<file path="src/rtl/gpu_pkg.sv">
// Shared types and default constants for the kernel-launch dispatcher.
//   dispatch_state_t           : top-level sequencing states
//   DEFAULT_TC_W               : default width of thread counts and block IDs
//   DEFAULT_THREADS_PER_BLOCK  : default block size (power of two)
package gpu_pkg;

    typedef enum logic [1:0] {
        IDLE,
        RUN,
        DONE
    } dispatch_state_t;

    localparam int DEFAULT_TC_W              = 8;
    localparam int DEFAULT_THREADS_PER_BLOCK = 4;

endpackage

</file>
<file path="src/rtl/gpu_dispatcher_lowest_idle_picker.sv">
// Combinational priority encoder: finds the lowest-index idle core.
//   idle  : one bit per core, 1 = core can accept a block
//   valid : at least one core is idle
//   idx   : index of the lowest-numbered idle core (0 when none)
module lowest_idle_picker
    import gpu_pkg::*;
#(
    parameter int NUM_CORES = 2,
    parameter int IDX_W     = 1
) (
    input  logic [NUM_CORES-1:0] idle,
    output logic                 valid,
    output logic [IDX_W-1:0]     idx
);

    // Scanning from the top down lets the lowest idle index win.
    always_comb begin
        valid = 1'b0;
        idx   = '0;
        for (int i = NUM_CORES - 1; i >= 0; i--) begin
            if (idle[i]) begin
                valid = 1'b1;
                idx   = IDX_W'(i);
            end
        end
    end

endmodule

</file>
<file path="src/rtl/gpu_dispatcher.sv">
// Kernel-launch front end: splits a launch into fixed-size blocks, hands
// them to idle cores one per cycle and reports completion.
//   clk, reset        : clock, synchronous active-high reset
//   start             : launch request (sampled in IDLE); also holds DONE
//   thread_count      : total threads of the launch
//   core_start        : per-core one-cycle dispatch pulse
//   core_block_id     : per-core block index, core i at [i*TC_W +: TC_W]
//   core_thread_count : per-core active threads in its block, same packing
//   core_done         : per-core one-cycle retire pulse
//   done              : all blocks retired; held until start is low
module gpu_dispatcher
    import gpu_pkg::*;
#(
    parameter int NUM_CORES         = 2,
    parameter int THREADS_PER_BLOCK = DEFAULT_THREADS_PER_BLOCK,
    parameter int TC_W              = DEFAULT_TC_W
) (
    input  logic                      clk,
    input  logic                      reset,
    input  logic                      start,
    input  logic [TC_W-1:0]           thread_count,
    output logic [NUM_CORES-1:0]      core_start,
    output logic [NUM_CORES*TC_W-1:0] core_block_id,
    output logic [NUM_CORES*TC_W-1:0] core_thread_count,
    input  logic [NUM_CORES-1:0]      core_done,
    output logic                      done
);

    localparam int LOG2_TPB = $clog2(THREADS_PER_BLOCK);
    localparam int IDX_W    = (NUM_CORES > 1) ? $clog2(NUM_CORES) : 1;
    // One extra bit so block counts never wrap.
    localparam int CNT_W    = TC_W + 1;

    dispatch_state_t      state_reg;
    logic [TC_W-1:0]      tc_reg;
    logic [CNT_W-1:0]     total_reg;
    logic [CNT_W-1:0]     dispatched_reg;
    logic [CNT_W-1:0]     retired_reg;
    logic [NUM_CORES-1:0] busy_reg;
    logic [NUM_CORES-1:0] core_start_reg;
    logic [TC_W-1:0]      block_id_reg  [NUM_CORES];
    logic [TC_W-1:0]      block_cnt_reg [NUM_CORES];
    logic                 done_reg;

    logic [NUM_CORES-1:0] idle_vec;
    logic                 pick_valid;
    logic [IDX_W-1:0]     pick_idx;
    logic                 dispatch_now;
    logic [NUM_CORES-1:0] pick_onehot;
    logic [CNT_W-1:0]     total_next;
    logic [TC_W-1:0]      last_cnt;
    logic [TC_W-1:0]      blk_cnt_next;
    logic [NUM_CORES-1:0] retire_mask;
    logic [CNT_W-1:0]     retire_cnt;

    // Dispatch choice uses the registered busy vector, so a core retiring
    // this cycle is only eligible again next cycle.
    assign idle_vec = ~busy_reg;

    lowest_idle_picker #(
        .NUM_CORES (NUM_CORES),
        .IDX_W     (IDX_W)
    ) u_picker (
        .idle  (idle_vec),
        .valid (pick_valid),
        .idx   (pick_idx)
    );

    // Ceiling division of the thread count by the block size.
    assign total_next   = (CNT_W'(thread_count) + CNT_W'(THREADS_PER_BLOCK - 1)) >> LOG2_TPB;
    // Threads left over for the final block (1..THREADS_PER_BLOCK).
    assign last_cnt     = tc_reg - TC_W'((total_reg - CNT_W'(1)) << LOG2_TPB);
    assign blk_cnt_next = (dispatched_reg == total_reg - CNT_W'(1)) ? last_cnt
                                                                   : TC_W'(THREADS_PER_BLOCK);
    assign dispatch_now = (state_reg == RUN) && pick_valid && (dispatched_reg < total_reg);
    assign pick_onehot  = dispatch_now ? (NUM_CORES'(1) << pick_idx) : '0;

    // Retire pulses on idle cores are spurious and dropped here.
    assign retire_mask = core_done & busy_reg;

    always_comb begin
        retire_cnt = '0;
        for (int i = 0; i < NUM_CORES; i++) begin
            retire_cnt = retire_cnt + CNT_W'(retire_mask[i]);
        end
    end

    always_ff @(posedge clk) begin
        if (reset) begin
            state_reg      <= IDLE;
            tc_reg         <= '0;
            total_reg      <= '0;
            dispatched_reg <= '0;
            retired_reg    <= '0;
            busy_reg       <= '0;
            core_start_reg <= '0;
            done_reg       <= 1'b0;
            for (int i = 0; i < NUM_CORES; i++) begin
                block_id_reg[i]  <= '0;
                block_cnt_reg[i] <= '0;
            end
        end else begin
            core_start_reg <= '0;
            case (state_reg)
                IDLE: begin
                    done_reg <= 1'b0;
                    if (start) begin
                        tc_reg         <= thread_count;
                        total_reg      <= total_next;
                        dispatched_reg <= '0;
                        retired_reg    <= '0;
                        busy_reg       <= '0;
                        if (total_next == '0) begin
                            state_reg <= DONE;
                            done_reg  <= 1'b1;
                        end else begin
                            state_reg <= RUN;
                        end
                    end
                end
                RUN: begin
                    if (retired_reg == total_reg) begin
                        state_reg <= DONE;
                        done_reg  <= 1'b1;
                    end else begin
                        retired_reg <= retired_reg + retire_cnt;
                        busy_reg    <= (busy_reg & ~core_done) | pick_onehot;
                        if (dispatch_now) begin
                            core_start_reg[pick_idx] <= 1'b1;
                            block_id_reg[pick_idx]   <= dispatched_reg[TC_W-1:0];
                            block_cnt_reg[pick_idx]  <= blk_cnt_next;
                            dispatched_reg           <= dispatched_reg + CNT_W'(1);
                        end
                    end
                end
                DONE: begin
                    if (!start) begin
                        state_reg <= IDLE;
                        done_reg  <= 1'b0;
                    end
                end
                default: state_reg <= IDLE;
            endcase
        end
    end

    assign core_start = core_start_reg;
    assign done       = done_reg;

    generate
        for (genvar gi = 0; gi < NUM_CORES; gi++) begin : g_pack
            assign core_block_id[gi*TC_W +: TC_W]     = block_id_reg[gi];
            assign core_thread_count[gi*TC_W +: TC_W] = block_cnt_reg[gi];
        end
    endgenerate

endmodule

</file>
<file path="config.mk">
export PLATFORM = sky130hd
export DESIGN_NAME = gpu_dispatcher
export DESIGN_NICKNAME = d
export VERILOG_FILES = /design/src/rtl/gpu_pkg.sv /design/src/rtl/gpu_dispatcher_lowest_idle_picker.sv /design/src/rtl/gpu_dispatcher.sv
export SDC_FILE = /design/constraint.sdc
export NUM_CORES = 1
export LEC_CHECK = 0
export BUFFER_PORTS_ARGS = -buffer_cell sky130_fd_sc_hd__buf_2
export CORE_UTILIZATION = 58
export DETAILED_ROUTE_END_ITERATION = 7
export PLACE_DENSITY = 0.79
export SETUP_SLACK_MARGIN = 0.5
export SLEW_MARGIN = 5
export SYNTH_ARGS = -nofsm -noshare
export SYNTH_HDL_FRONTEND = slang
export SYNTH_SLANG_ARGS = --single-unit
</file>
<file path="constraint.sdc">
create_clock -name clk -period 3.32 [get_ports clk]
set_input_delay 0.664 -clock clk [delete_from_list [all_inputs] [get_ports clk]]
set_output_delay 0.664 -clock clk [all_outputs]
set_load 0.005 [all_outputs]
</file>
==> impl_results.md <==
* Slew Limit Headroom at around 60%
* Crit path largest cell delay at between 0.5 and 0.6 ns
* Most common cell after layout, fill and taps aside: nand2_1
* Largest family of logic cells by synthesized area: simple AND/OR/NAND/NOR gates
* Clock Skew at between 0.01 and 0.015 ns
* H-Tree Depth at 3
* Via/cell ratio at between 5 and 6
* Post-Syn Area at around 4000 µm²
* Layout cell share with drive strength beyond 1 at between 20% and 30%
* Synth Area in Adders at approximately 7%
* Mux cell area share after synthesis at under 10%
* Flops & latches, synth at 72
* Final nets at between 400 and 500
* F_max at roughly 380 MHz
* Max-slew violations at 0
* Vias in the first global route at roughly 3,100
* Hold Fails Final Rpt at 0
* CTS clock-pin slew for the worst setup and hold paths at about 0.07 ns
* TritonCTS clock tree: yes
* Max rail drop VDD at 0.3435 mV
* Distinct cell type count after synthesis at 61
* Req. time, crit path at about 3.5 ns
* Pwr Density at 549.0 nW/µm²
* Post-Synth Simple-Gate Area at between 20% and 30%
* Hold Path Class: reg -> reg
* Global route total overflow at 0
* Post-synthesis sequential area ratio at between 40 and 50%
* Worst setup SP type: register
* Leak at between 0.0015 and 0.002 µW
* Hold_buf cts at 0
* Setup TNS at 0 ns
* Initial antenna violation count at 0
* Clock Tree Buf Depth at 2
* Primary FF master, synth: dfxtp_1
* CP cell instances: inv_1 -> ha_1 -> nand2_1 -> and3_1 -> a22oi_2 -> or4_1 -> buf_4 -> nor4_2
* Die X at between 80 and 90 µm
* Outcome: finished, final reports clean
* Worst path arrival time at 2.78 ns
* CP top delay family: simple AND/OR/NAND/NOR gates
* Clock Sinks at 72
* Slew of the pin with the lowest slew margin at slightly below 0.6 ns
* Slowest stage cell, crit path: or4_1
* Most frequent cells in the layout: 50 x nand2_1, 47 x buf_2, 37 x dfxtp_1, 32 x edfxtp_1, 25 x a21oi_1
* Drt first-iter violations at ~160
* Share of flip-flops with an asynchronous set or reset at 0%
* Final period utilization at 79.05%
* Kind of critical path: reg -> reg
* Wire per inst at between 15 and 20 µm
* # rows at 29
* Vias at slightly above 3,000
* GRT met2 Usage at 41.79%
* Core Footprint at 6495 µm²
* CP max FO at 13
* Share of the synthesized netlist area taken by xor and xnor gates at under 10%
* PortBufs at 47
* Largest net degree at the start of global routing at 24
* Boundary pin count at 48
* Die Y at between 80 and 90 µm
* Max cap viols at 0
* Complex-gate fraction of the synthesized area at about 14%
* Clk Latency, worst-skew pair at 0.35 ns
* Final setup viols at 0
* Routed wire length at between 8 and 9 mm
* Fin crit period at roughly 2.6 ns
* First drt pass iteration count at 4
* Synth warn at 0
* P&R area growth vs syn at 13.45%
* Number of synthesized flops with an enable pin at 32
* CP endpoint kind: register
* Die area at a little over 7000 µm²
* Crit path buf inv count at 2
* Post-CTS setup-driven buffer insertion count at 0
* Fin cells at 528
* Residual DRC at 0
* Cells after DPL at just over 500
* Clock root buffer master: clkbuf_8
* Global Route Usage Sum at between 20% and 30%
* Total CTS buffers at 9
* Global-route track usage on met1 at about a third
* Synth Instances at 400
* GRT met3 Usage at between 4 and 5%
* GR peak layer: met2
* Global-route wire length before repair at 14.30 mm
* Ant. Diodes at 0
* Post-route ant nets at 0
* Post-DP HPWL at around 6.1 mm
* Unrepaired setup endpoints after global routing: no
* GPL Wtd Cong at a little under 0.9
* Initial Util at 61.57%
* Mean Syn Cell Area at ~10 µm²
==> worst register-to-register path, cell delays in order (launching register included) <==
cell and delay [ns]:
dfxtp_1 0.51, inv_1 0.13, ha_1 0.33, nand2_1 0.06
and3_1 0.18, a22oi_2 0.15, or4_1 0.55, buf_4 0.22
nor4_2 0.31
==> metrics by stage <==
| stage | util, % | hold slack [ns] | power, µW | area, µm² | worst slack [ns] |
|---|---|---|---|---|---|
| floorplan | - | 0.4363 | 1539 | 4003 | 0.6506 |
| global placement | 66.06 | 0.4456 | 1675 | 4290 | 0.5399 |
| detailed placement | 66.06 | 0.4480 | 1699 | 4290 | 0.4208 |
| CTS | 69.70 | 0.4579 | 2486 | 4527 | 0.5175 |
| global route | 69.85 | 0.4986 | 2605 | 4537 | 0.5497 |
| finish | 69.85 | 0.4606 | 2491 | 4537 | 0.6954 |
==> power breakdown <==
group	leakage [µW]	internal, µW	switching (µW)
combinational	0.000997	246	419
sequential	0.000656	982	51.4
clock	0.000116	466	326
==> layout make-up <==
type	instances	area, µm²
Timing Repair Buffer	56	302.8
Clock buffer	11	152.6
Sequential cell	72	1765
Fill cell	497	1958
Tap cell	77	96.34
Inverter	22	82.58
Multi-Input combinational cell	285	2059
Clock inverter	5	77.57
==> metal layers <==
layer,up-vias,wire length [µm]
met1,1462,3899
met3,17,312
li1,1555,-
met2,77,4090
met5,-,0
met4,0,164
==> synth_stat cells (3+ instances only) <==
master / n / area [µm²]
dfxtp_1: 40 / 800.8
o31a_1: 3 / 26.28
nor3_1: 7 / 35.03
nor4_1: 6 / 37.54
nor2_1: 19 / 71.32
a211oi_1: 8 / 60.06
o21a_1: 4 / 30.03
nand3_1: 11 / 55.05
a21oi_1: 26 / 130.1
nand2_1: 50 / 187.7
a2111o_1: 4 / 45.04
inv_1: 20 / 75.07
and2_1: 15 / 93.84
buf_2: 5 / 25.02
or4_1: 5 / 37.54
o21ai_1: 3 / 15.01
o31ai_1: 3 / 22.52
ha_1: 19 / 237.7
nor4b_2: 4 / 60.06
edfxtp_1: 32 / 960.9
mux2i_1: 5 / 50.05
clkbuf_1: 13 / 48.80
and4_1: 3 / 26.28
xnor2_1: 11 / 96.34
o21ai_0: 3 / 15.01
nand2b_1: 6 / 37.54
nand4_1: 7 / 43.79
and3_1: 3 / 18.77
buf_6: 3 / 33.78
nor4_2: 8 / 100.1
xor2_1: 13 / 113.9
==> final timing paths <==
check	from	endpoint	slack, ns	depth (start not counted)
worst max register to register	total_reg[4]	block_cnt_reg[0][5]	0.70	8
worst min-delay path	tc_reg[2]	tc_reg[2]	0.46	2
worst min register to register	tc_reg[2]	tc_reg[2]	0.46	2
worst max-delay path	total_reg[4]	block_cnt_reg[0][5]	0.70	8
==> repair_timing <==
| item | 4_1_cts | 5_1_grt |
|---|---|---|
| hold endpoints to repair | 0 | 0 |
| endpoints found under the setup margin | 16 | 17 |
| pin swaps | 0 | 1 |
| resized for setup | 2 | 3 |
==> cell families after synthesis <==
kind of cell    Yosys count
other cells               1
mux                       5
flops                    72
xor+xnor                 25
fa+ha+maj                21
buf+inv                  44
compound gates           76
simple gates            156
Note: power is estimated with default switching activity, not from simulation.
